<file path="src/rtl/fifo_ctrl_sync_wc_if.sv">
// Producer, consumer and RAM-side signals of the width-converting FIFO controller.
// FIFO_ERR_FLAG_EN adds the sticky OVERFLOW/UNDERFLOW flags.
interface fifo_ctrl_sync_wc_if #(
  parameter int AWI = 5,
  parameter int AWO = 3,
  parameter int DWI = 4,
  parameter int DWO = 16
);
  localparam int AWN = (AWI > AWO) ? AWI : AWO;

  logic           WR_REQ;
  logic [DWI-1:0] WR_DATA;
  logic           FULL;
  logic           RD_REQ;
  logic [DWO-1:0] RD_DATA;
  logic           RD_VALID;
  logic           EMPTY;
  logic [AWN:0]   LEVEL;
  logic           RAM_WR_EN;
  logic [AWI-1:0] RAM_ADDR_WR;
  logic [DWI-1:0] RAM_D;
  logic           RAM_RD_EN;
  logic [AWO-1:0] RAM_ADDR_RD;
  logic [DWO-1:0] RAM_Q;
`ifdef FIFO_ERR_FLAG_EN
  logic           OVERFLOW;
  logic           UNDERFLOW;
`endif

  modport slave (
    input  WR_REQ, WR_DATA, RD_REQ, RAM_Q,
    output FULL, RD_DATA, RD_VALID, EMPTY, LEVEL,
    output RAM_WR_EN, RAM_ADDR_WR, RAM_D,
    output RAM_RD_EN, RAM_ADDR_RD
`ifdef FIFO_ERR_FLAG_EN
    , output OVERFLOW, UNDERFLOW
`endif
  );

  modport master (
    output WR_REQ, WR_DATA, RD_REQ, RAM_Q,
    input  FULL, RD_DATA, RD_VALID, EMPTY, LEVEL,
    input  RAM_WR_EN, RAM_ADDR_WR, RAM_D,
    input  RAM_RD_EN, RAM_ADDR_RD
`ifdef FIFO_ERR_FLAG_EN
    , input OVERFLOW, UNDERFLOW
`endif
  );
endinterface

</file>
<file path="src/rtl/fifo_ctrl_sync_wc.sv">
// Single-clock FIFO controller for an external width-converting dual-port RAM.
// Optional sticky error flags are enabled with FIFO_ERR_FLAG_EN.
module fifo_ctrl_sync_wc #(
  parameter int AWI = 5,
  parameter int AWO = 3,
  parameter int DWI = 4,
  parameter int DWO = 16
) (
  input logic                 CLK,
  input logic                 RST_N,
  fifo_ctrl_sync_wc_if.slave  bus
);
  localparam int N       = (DWI < DWO) ? DWI : DWO;
  localparam int AWN     = (AWI > AWO) ? AWI : AWO;
  localparam int DEPTH_N = 1 << AWN;
  localparam int WU      = DWI / N;
  localparam int RU      = DWO / N;
  localparam int LW      = AWN + 1;

  localparam logic [LW-1:0] WU_L  = LW'(WU);
  localparam logic [LW-1:0] RU_L  = LW'(RU);
  localparam logic [LW:0]   WU_X  = (LW+1)'(WU);
  localparam logic [LW:0]   DEP_X = (LW+1)'(DEPTH_N);

  logic [AWI:0]  wptr;
  logic [AWO:0]  rptr;
  logic [LW-1:0] level;
  logic [LW-1:0] level_nx;
  logic          rd_valid;
  logic          full;
  logic          empty;
  logic          wr_ok;
  logic          rd_ok;

  // Flags come only from the registered level, never from the requests.
  assign full  = ({1'b0, level} + WU_X) > DEP_X;
  assign empty = level < RU_L;

  assign wr_ok = bus.WR_REQ & ~full;
  assign rd_ok = bus.RD_REQ & ~empty;

  always_comb begin
    level_nx = level;
    if (wr_ok) level_nx = level_nx + WU_L;
    if (rd_ok) level_nx = level_nx - RU_L;
  end

  always_ff @(posedge CLK or negedge RST_N) begin
    if (!RST_N) begin
      wptr     <= '0;
      rptr     <= '0;
      level    <= '0;
      rd_valid <= 1'b0;
    end else begin
      if (wr_ok) wptr <= wptr + 1'b1;
      if (rd_ok) rptr <= rptr + 1'b1;
      level    <= level_nx;
      rd_valid <= rd_ok;
    end
  end

  assign bus.FULL        = full;
  assign bus.EMPTY       = empty;
  assign bus.LEVEL       = level;
  assign bus.RD_VALID    = rd_valid;
  assign bus.RD_DATA     = bus.RAM_Q;
  assign bus.RAM_WR_EN   = wr_ok;
  assign bus.RAM_ADDR_WR = wptr[AWI-1:0];
  assign bus.RAM_D       = bus.WR_DATA;
  assign bus.RAM_RD_EN   = rd_ok;
  assign bus.RAM_ADDR_RD = rptr[AWO-1:0];

`ifdef FIFO_ERR_FLAG_EN
  logic ovf;
  logic udf;

  always_ff @(posedge CLK or negedge RST_N) begin
    if (!RST_N) begin
      ovf <= 1'b0;
      udf <= 1'b0;
    end else begin
      if (bus.WR_REQ & full)  ovf <= 1'b1;
      if (bus.RD_REQ & empty) udf <= 1'b1;
    end
  end

  assign bus.OVERFLOW  = ovf;
  assign bus.UNDERFLOW = udf;
`endif
endmodule
</file>
<file path="src/flat_wrapper.sv">
// flat-port wrapper written by rule: the top's interface ports become plain ports
module fifo_ctrl_sync_wc_flat 
#(
  parameter int AWI = 5,
  parameter int AWO = 3,
  parameter int DWI = 4,
  parameter int DWO = 16
)
  (CLK, RST_N, bus_WR_REQ, bus_WR_DATA, bus_RD_REQ, bus_RAM_Q, bus_FULL, bus_RD_DATA, bus_RD_VALID, bus_EMPTY, bus_LEVEL, bus_RAM_WR_EN, bus_RAM_ADDR_WR, bus_RAM_D, bus_RAM_RD_EN, bus_RAM_ADDR_RD);
  fifo_ctrl_sync_wc_if #(.AWI(AWI), .AWO(AWO), .DWI(DWI), .DWO(DWO)) bus_i ();
  input logic CLK;
  input logic RST_N;
  input wire logic [$bits(bus_i.WR_REQ)-1:0] bus_WR_REQ;
  input wire logic [$bits(bus_i.WR_DATA)-1:0] bus_WR_DATA;
  input wire logic [$bits(bus_i.RD_REQ)-1:0] bus_RD_REQ;
  input wire logic [$bits(bus_i.RAM_Q)-1:0] bus_RAM_Q;
  output wire logic [$bits(bus_i.FULL)-1:0] bus_FULL;
  output wire logic [$bits(bus_i.RD_DATA)-1:0] bus_RD_DATA;
  output wire logic [$bits(bus_i.RD_VALID)-1:0] bus_RD_VALID;
  output wire logic [$bits(bus_i.EMPTY)-1:0] bus_EMPTY;
  output wire logic [$bits(bus_i.LEVEL)-1:0] bus_LEVEL;
  output wire logic [$bits(bus_i.RAM_WR_EN)-1:0] bus_RAM_WR_EN;
  output wire logic [$bits(bus_i.RAM_ADDR_WR)-1:0] bus_RAM_ADDR_WR;
  output wire logic [$bits(bus_i.RAM_D)-1:0] bus_RAM_D;
  output wire logic [$bits(bus_i.RAM_RD_EN)-1:0] bus_RAM_RD_EN;
  output wire logic [$bits(bus_i.RAM_ADDR_RD)-1:0] bus_RAM_ADDR_RD;
  assign bus_i.WR_REQ = bus_WR_REQ;
  assign bus_i.WR_DATA = bus_WR_DATA;
  assign bus_i.RD_REQ = bus_RD_REQ;
  assign bus_i.RAM_Q = bus_RAM_Q;
  assign bus_FULL = bus_i.FULL;
  assign bus_RD_DATA = bus_i.RD_DATA;
  assign bus_RD_VALID = bus_i.RD_VALID;
  assign bus_EMPTY = bus_i.EMPTY;
  assign bus_LEVEL = bus_i.LEVEL;
  assign bus_RAM_WR_EN = bus_i.RAM_WR_EN;
  assign bus_RAM_ADDR_WR = bus_i.RAM_ADDR_WR;
  assign bus_RAM_D = bus_i.RAM_D;
  assign bus_RAM_RD_EN = bus_i.RAM_RD_EN;
  assign bus_RAM_ADDR_RD = bus_i.RAM_ADDR_RD;
  fifo_ctrl_sync_wc #(.AWI(AWI), .AWO(AWO), .DWI(DWI), .DWO(DWO)) u_core (.CLK(CLK), .RST_N(RST_N), .bus(bus_i));
endmodule
</file>
<file path="config.mk">
export PLATFORM = sky130hd
export DESIGN_NAME = fifo_ctrl_sync_wc_flat
export DESIGN_NICKNAME = d
export VERILOG_FILES = /design/src/rtl/fifo_ctrl_sync_wc_if.sv /design/src/rtl/fifo_ctrl_sync_wc.sv /design/src/flat_wrapper.sv
export SDC_FILE = /design/constraint.sdc
export NUM_CORES = 1
export LEC_CHECK = 0
export BUFFER_PORTS_ARGS = -buffer_cell sky130_fd_sc_hd__buf_2
export CAP_MARGIN = 20
export CORE_MARGIN = 1.5
export CORE_UTILIZATION = 38
export DETAILED_ROUTE_END_ITERATION = 10
export MAX_ROUTING_LAYER = met4
export PLACE_DENSITY = 0.76
export SLEW_MARGIN = 30
export SYNTH_ARGS = -nofsm -noshare
export SYNTH_HDL_FRONTEND = slang
export SYNTH_SLANG_ARGS = --single-unit
</file>
<file path="constraint.sdc">
create_clock -name CLK -period 1.85 [get_ports CLK]
set_input_delay 0.0925 -clock CLK [delete_from_list [all_inputs] [get_ports CLK]]
set_output_delay 0.0925 -clock CLK [all_outputs]
set_load 0.05 [all_outputs]
</file>
Yosys cells after proc, flatten, opt, wreduce, memory -nomap -nowiden

Cells that the tools add are included.

Bits in registers: 17
Input bits: 24
Output and inout port bits: 39
Word-level logic and storage cells: 17

Add/subtract/negate cells: 5
$lt $le $gt $ge: 2
Multiplexer cells: 2
Bitwise gates (word level): 4

Operator list:

| kind                  | count |
|---|---|
| $add A6 B1 Y6 const B | 2 |
| $mux W6               | 2 |
| $add A6 B1 Y7 const B | 1 |
| $gt A7 B6 Y1 const B  | 1 |
| $lt A6 B3 Y1 const B  | 1 |
| $sub A6 B3 Y6 const B | 1 |
| $add A4 B1 Y4 const B | 1 |
| $and A1 B1 Y1         | 2 |
| $not A1 Y1            | 2 |

Depth between registers and ports, before layout

Depth in word-level cells: 7
Gate-level depth with buffers: 8
Depth with buffers taken out: 8

Worst setup path before layout

Ideal clock, no wire load.

Path type: register -> register
Start: register u_core.level[3], in the netlist u_core.bus.LEVEL[3]
End: register u_core.rptr[2]
Setup time: 0.140 ns
Arrival: 2.817 ns
Required time: 1.710 ns
Path slack: -1.107 ns
Stages on the path, launching flop included: 7
Path buffers: 0
Clock period less this slack: 2.957 ns
Cells stage by stage: dfrtp_1 -> or2_4 -> nor3_1 -> nand2b_1 -> inv_1 -> nand2_1 -> xnor2_1

Cells in the longest elaborated chain, start to end: 3

Ends and longest elaborated chain:

| element                  | RTL line                | source |
|---|---|---|
| start: declaration       | fifo_ctrl_sync_wc.sv:27 | `logic [LW-1:0] level;` |
| start signal: assignment | fifo_ctrl_sync_wc.sv:57 | `level <= level_nx;` |
| $lt A6 B3 Y1             | fifo_ctrl_sync_wc.sv:37 | `assign empty = level < RU_L;` |
| net bus_EMPTY            | flat_wrapper.sv:20      | `output wire logic [$bits(bus_i.EMPTY)-1:0] bus_EMPTY;` |
| $not A1 Y1               | fifo_ctrl_sync_wc.sv:40 | `assign rd_ok = bus.RD_REQ & ~empty;` |
| $and A1 B1 Y1            | fifo_ctrl_sync_wc.sv:40 |  |
| net bus_RAM_RD_EN        | flat_wrapper.sv:25      | `output wire logic [$bits(bus_i.RAM_RD_EN)-1:0] bus_RAM_RD_EN;` |
| end signal: assignment   | fifo_ctrl_sync_wc.sv:56 | `if (rd_ok) rptr <= rptr + 1'b1;` |
| end: declaration         | fifo_ctrl_sync_wc.sv:26 | `logic [AWO:0] rptr;` |

The timed path passes the listed nets, and every way through them passes these cells.
A chain may end at the register's enable or synchronous reset.

Worst setup path after layout

Start: register u_core.level[0], in the netlist u_core.bus.LEVEL[0]
End: register u_core.wptr[1]

Cells in the longest elaborated chain, start to end: 4

Ends and longest elaborated chain:

| element                | RTL line                | source |
|---|---|---|
| $add A6 B1 Y7          | fifo_ctrl_sync_wc.sv:36 | `assign full = ({1'b0, level} + WU_X) > DEP_X;` |
| $gt A7 B6 Y1           | fifo_ctrl_sync_wc.sv:36 |  |
| $not A1 Y1             | fifo_ctrl_sync_wc.sv:39 | `assign wr_ok = bus.WR_REQ & ~full;` |
| $and A1 B1 Y1          | fifo_ctrl_sync_wc.sv:39 |  |
| end signal: assignment | fifo_ctrl_sync_wc.sv:55 | `if (wr_ok) wptr <= wptr + 1'b1;` |
| end: declaration       | fifo_ctrl_sync_wc.sv:25 | `logic [AWI:0] wptr;` |

Every way passes these cells.

==> flow_metrics.env <==
export IMPL_crit_arrival_ns=2.06
export IMPL_fin_ws_ns=-0.0487
export IMPL_holdPathEnd="u_core.rptr[0]"
export IMPL_pre_cts_ws_ns=-0.0583
export IMPL_ant_nets=0
export IMPL_multiInputGateArea_um2=529
export IMPL_synth_edf_count=0
export IMPL_hold_path_class="input port to flip-flop"
export IMPL_fillers=230
export IMPL_r2r_cells=6
export IMPL_fmax_mhz=527
export IMPL_synth_cells=97
export IMPL_violations="setup timing"
export IMPL_grt_max_degree=16
export IMPL_route_vias_total=727
export IMPL_r2r_start="u_core.bus.LEVEL[0]"
export IMPL_syn_cell_area_um2=987
export IMPL_syn_area_per_cell_um2=10.2
export IMPL_yosysTopAreaCellShare_pct=38.0
export IMPL_vdd_ir_drop_max_mv=1.18
export IMPL_viasPerCell=4.91
export IMPL_fin_crit_sh_pct=103
export IMPL_crit_type="flip-flop to flip-flop"
export IMPL_yosys_top_cells_area="dfrtp_1 38%, buf_4 16%, xnor2_1 9.8%"
export IMPL_seq_area_um2=383
export IMPL_cts_inserted_buffers=3
export IMPL_rrSetupSlack_ns=-0.05
export IMPL_finalHoldViolations=0
export IMPL_tns_ns=-0.181
export IMPL_clock_skew_ns=0.00269
export IMPL_die_x_um=54.0
export IMPL_synth_nets=125
export IMPL_layout_min_cycle_time_ns=1.90
export IMPL_relSlewSlack_pct=78.1
export IMPL_crit_start="u_core.bus.LEVEL[0]"
export IMPL_core_um2=2480
export IMPL_ys_ff_latch=15
export IMPL_async_reset_ff_share_pct=100
export IMPL_dr_pass1_iters=4
export IMPL_cts_tree="done"
export IMPL_crit_cells=6
export IMPL_drc=0
export IMPL_synthDistinctLibCells=31
export IMPL_grt_use_total_pct=15.2
export IMPL_rsz0062_at_grt="true"
export IMPL_area_growth_synth_to_final_pct=26.0
export IMPL_start_util_pct=39.8
export IMPL_post_route_util_pct=50.2
export IMPL_min_path_cells=3
export IMPL_critPathMaxFanout=7
export IMPL_port_buffers=22
export IMPL_place_area_um2=1110
export IMPL_gp_congestion=0.820
export IMPL_clock_latency_ns=0.27
export IMPL_cellLeakagePower_nw=0.554
export IMPL_cp_num_buf_inv=1
export IMPL_r2r_end="u_core.wptr[1]"
export IMPL_die_area_um2=2910
export IMPL_wirelength_mm=1.99
export IMPL_wire_per_inst_um=13.4
export IMPL_cts_path_max_buffers=2
export IMPL_num_io_pins=63
export IMPL_critPathSlowestCell="dfrtp_2"
export IMPL_setup_violations=6
export IMPL_cts_clk_slew_worst_paths_ns=0.08
export IMPL_synth_most_common_cell="buf_4"
export IMPL_critPathTopFamily="simple AND/OR/NAND/NOR gates"
export IMPL_final_area_um2=1240
export IMPL_grt_pass1_wl_mm=3.06
export IMPL_hp_start="bus_RD_REQ"
export IMPL_layout_drive_gt1_share_pct=55.1
export IMPL_antenna_diode_count=0
export IMPL_crit_required_ns=2.01
export IMPL_synth_ff_type="dfrtp_1"
export IMPL_die_height_um=54.0
export IMPL_worst_slew_pin_slew_ns=0.328
export IMPL_antenna_found_initial=0
export IMPL_hpwlAfterDp_mm=1.49
export IMPL_grt_overflow=0
export IMPL_row_count=18
export IMPL_power_density_nw_per_um2=2400
export IMPL_synth_warning_count=0
export IMPL_cts_num_sinks=15
export IMPL_synth_top_cell_by_area="dfrtp_1"
export IMPL_h_tree_depth=1
export IMPL_maxSlewViolCount=0
export IMPL_ys_seq_area_share_pct=38.0
export IMPL_start_kind="flip-flop"
export IMPL_drt_iter0_markers=7
export IMPL_status="finished with violations"
export IMPL_path_cells="ha_4 > nand3b_1 > or2_4 > a31oi_4 > buf_6 > mux2_4"
export IMPL_worst_path_largest_cell_delay_ns=0.44
export IMPL_cts_root_buf="clkbuf_4"
export IMPL_drv_cap=0
export IMPL_final_net_count=147
export IMPL_synthTopCellsByCount="21 x buf_4, 15 x dfrtp_1, 11 x nand2_1, 11 x xnor2_1, 5 x nand4_1"
export IMPL_grt_pass1_vias=709
export IMPL_worst_setup_path_end_kind="flip-flop"
[logic make-up (layout without fill, tap and decap cells)]
kind of cell,Yosys count,after routing,share of synthesized area (%)
xor+xnor,14,14,12.4
compound gates,9,9,7.99
flops,15,15,38.0
simple gates,28,28,15.3
buf+inv,23,44,16.9
fa+ha+maj,4,4,5.07
mux,4,4,4.31
[cells in the final DEF, fill, tap and decap left out, drive strengths merged, types with 2 or more instances in the layout]
master,count
buf,38
dfrtp,15
xnor2,11
nand2,11
nand4,5
clkbuf,4
ha,4
xor2,3
or2,2
mux2i,2
nor2,2
mux2,2
[worst max path at each step]
stage,endpoint
3_3_place_gp,u_core.bus.LEVEL[4]
2_1_floorplan,u_core.wptr[3]
3_5_place_dp,u_core.bus.LEVEL[4]
5_1_grt,u_core.bus.LEVEL[4]
4_1_cts,u_core.bus.LEVEL[4]
6_report,u_core.wptr[1]
[flip-flops by register name (all words and copies together) (netlist names)]
name / count
u_core.bus.RD_VALID: 1
u_core.wptr: 5
u_core.bus.LEVEL: 6
u_core.rptr: 3
[metrics by stage]
step / std cells / hold WS (ns) / power [mW]
2_1_floorplan: 97 / -0.203 / 2.19
3_3_place_gp: 140 / 0.00374 / 2.57
3_5_place_dp: 140 / 0.00744 / 2.64
4_1_cts: 149 / 0.156 / 2.96
5_1_grt: 148 / 0.185 / 3.18
6_report: 148 / 0.166 / 2.99
[what timing repair did]
item	CTS	global route
setup buffers	4	0
hold buffers	1	0
gates resized for setup	10	8
setup endpoints to repair	9	12
pin swaps	2	8
hold endpoints to repair	15	0
[report_power, final]
part / switching [mW] / total, mW / internal, mW
combinational: 1.29 / 2.12 / 0.834
sequential: 0.179 / 0.689 / 0.510
clock: 0.0948 / 0.178 / 0.0834
total: 1.56 / 2.99 / 1.43
[area by class of cell]
| class | count | share of cell area, % |
|---|---|---|
| clock buffers | 4 | 2.11 |
| inverters | 1 | 0.302 |
| multi-input cells | 59 | 42.6 |
| flip-flops and latches | 15 | 30.8 |
| well taps | 30 | 3.02 |
| repair buffers | 39 | 21.2 |
[worst min-delay path, stage by stage]
cell	delay (ns)
buf_2	0.11
nand2b_2	0.12
xnor2_1	0.07
[per-layer routing]
| layer | vias up | GRT usage [%] | part of all wire [%] |
|---|---|---|---|
| met3 | 2 | 3.89 | 6.2 |
| met5 | - | - | 0 |
| li1 | 352 | - | - |
| met2 | 31 | 25.2 | 50 |
| met4 | 0 | 7.08 | 0.71 |
| met1 | 342 | 17.1 | 43 |
(Power assumes the default switching activity.)
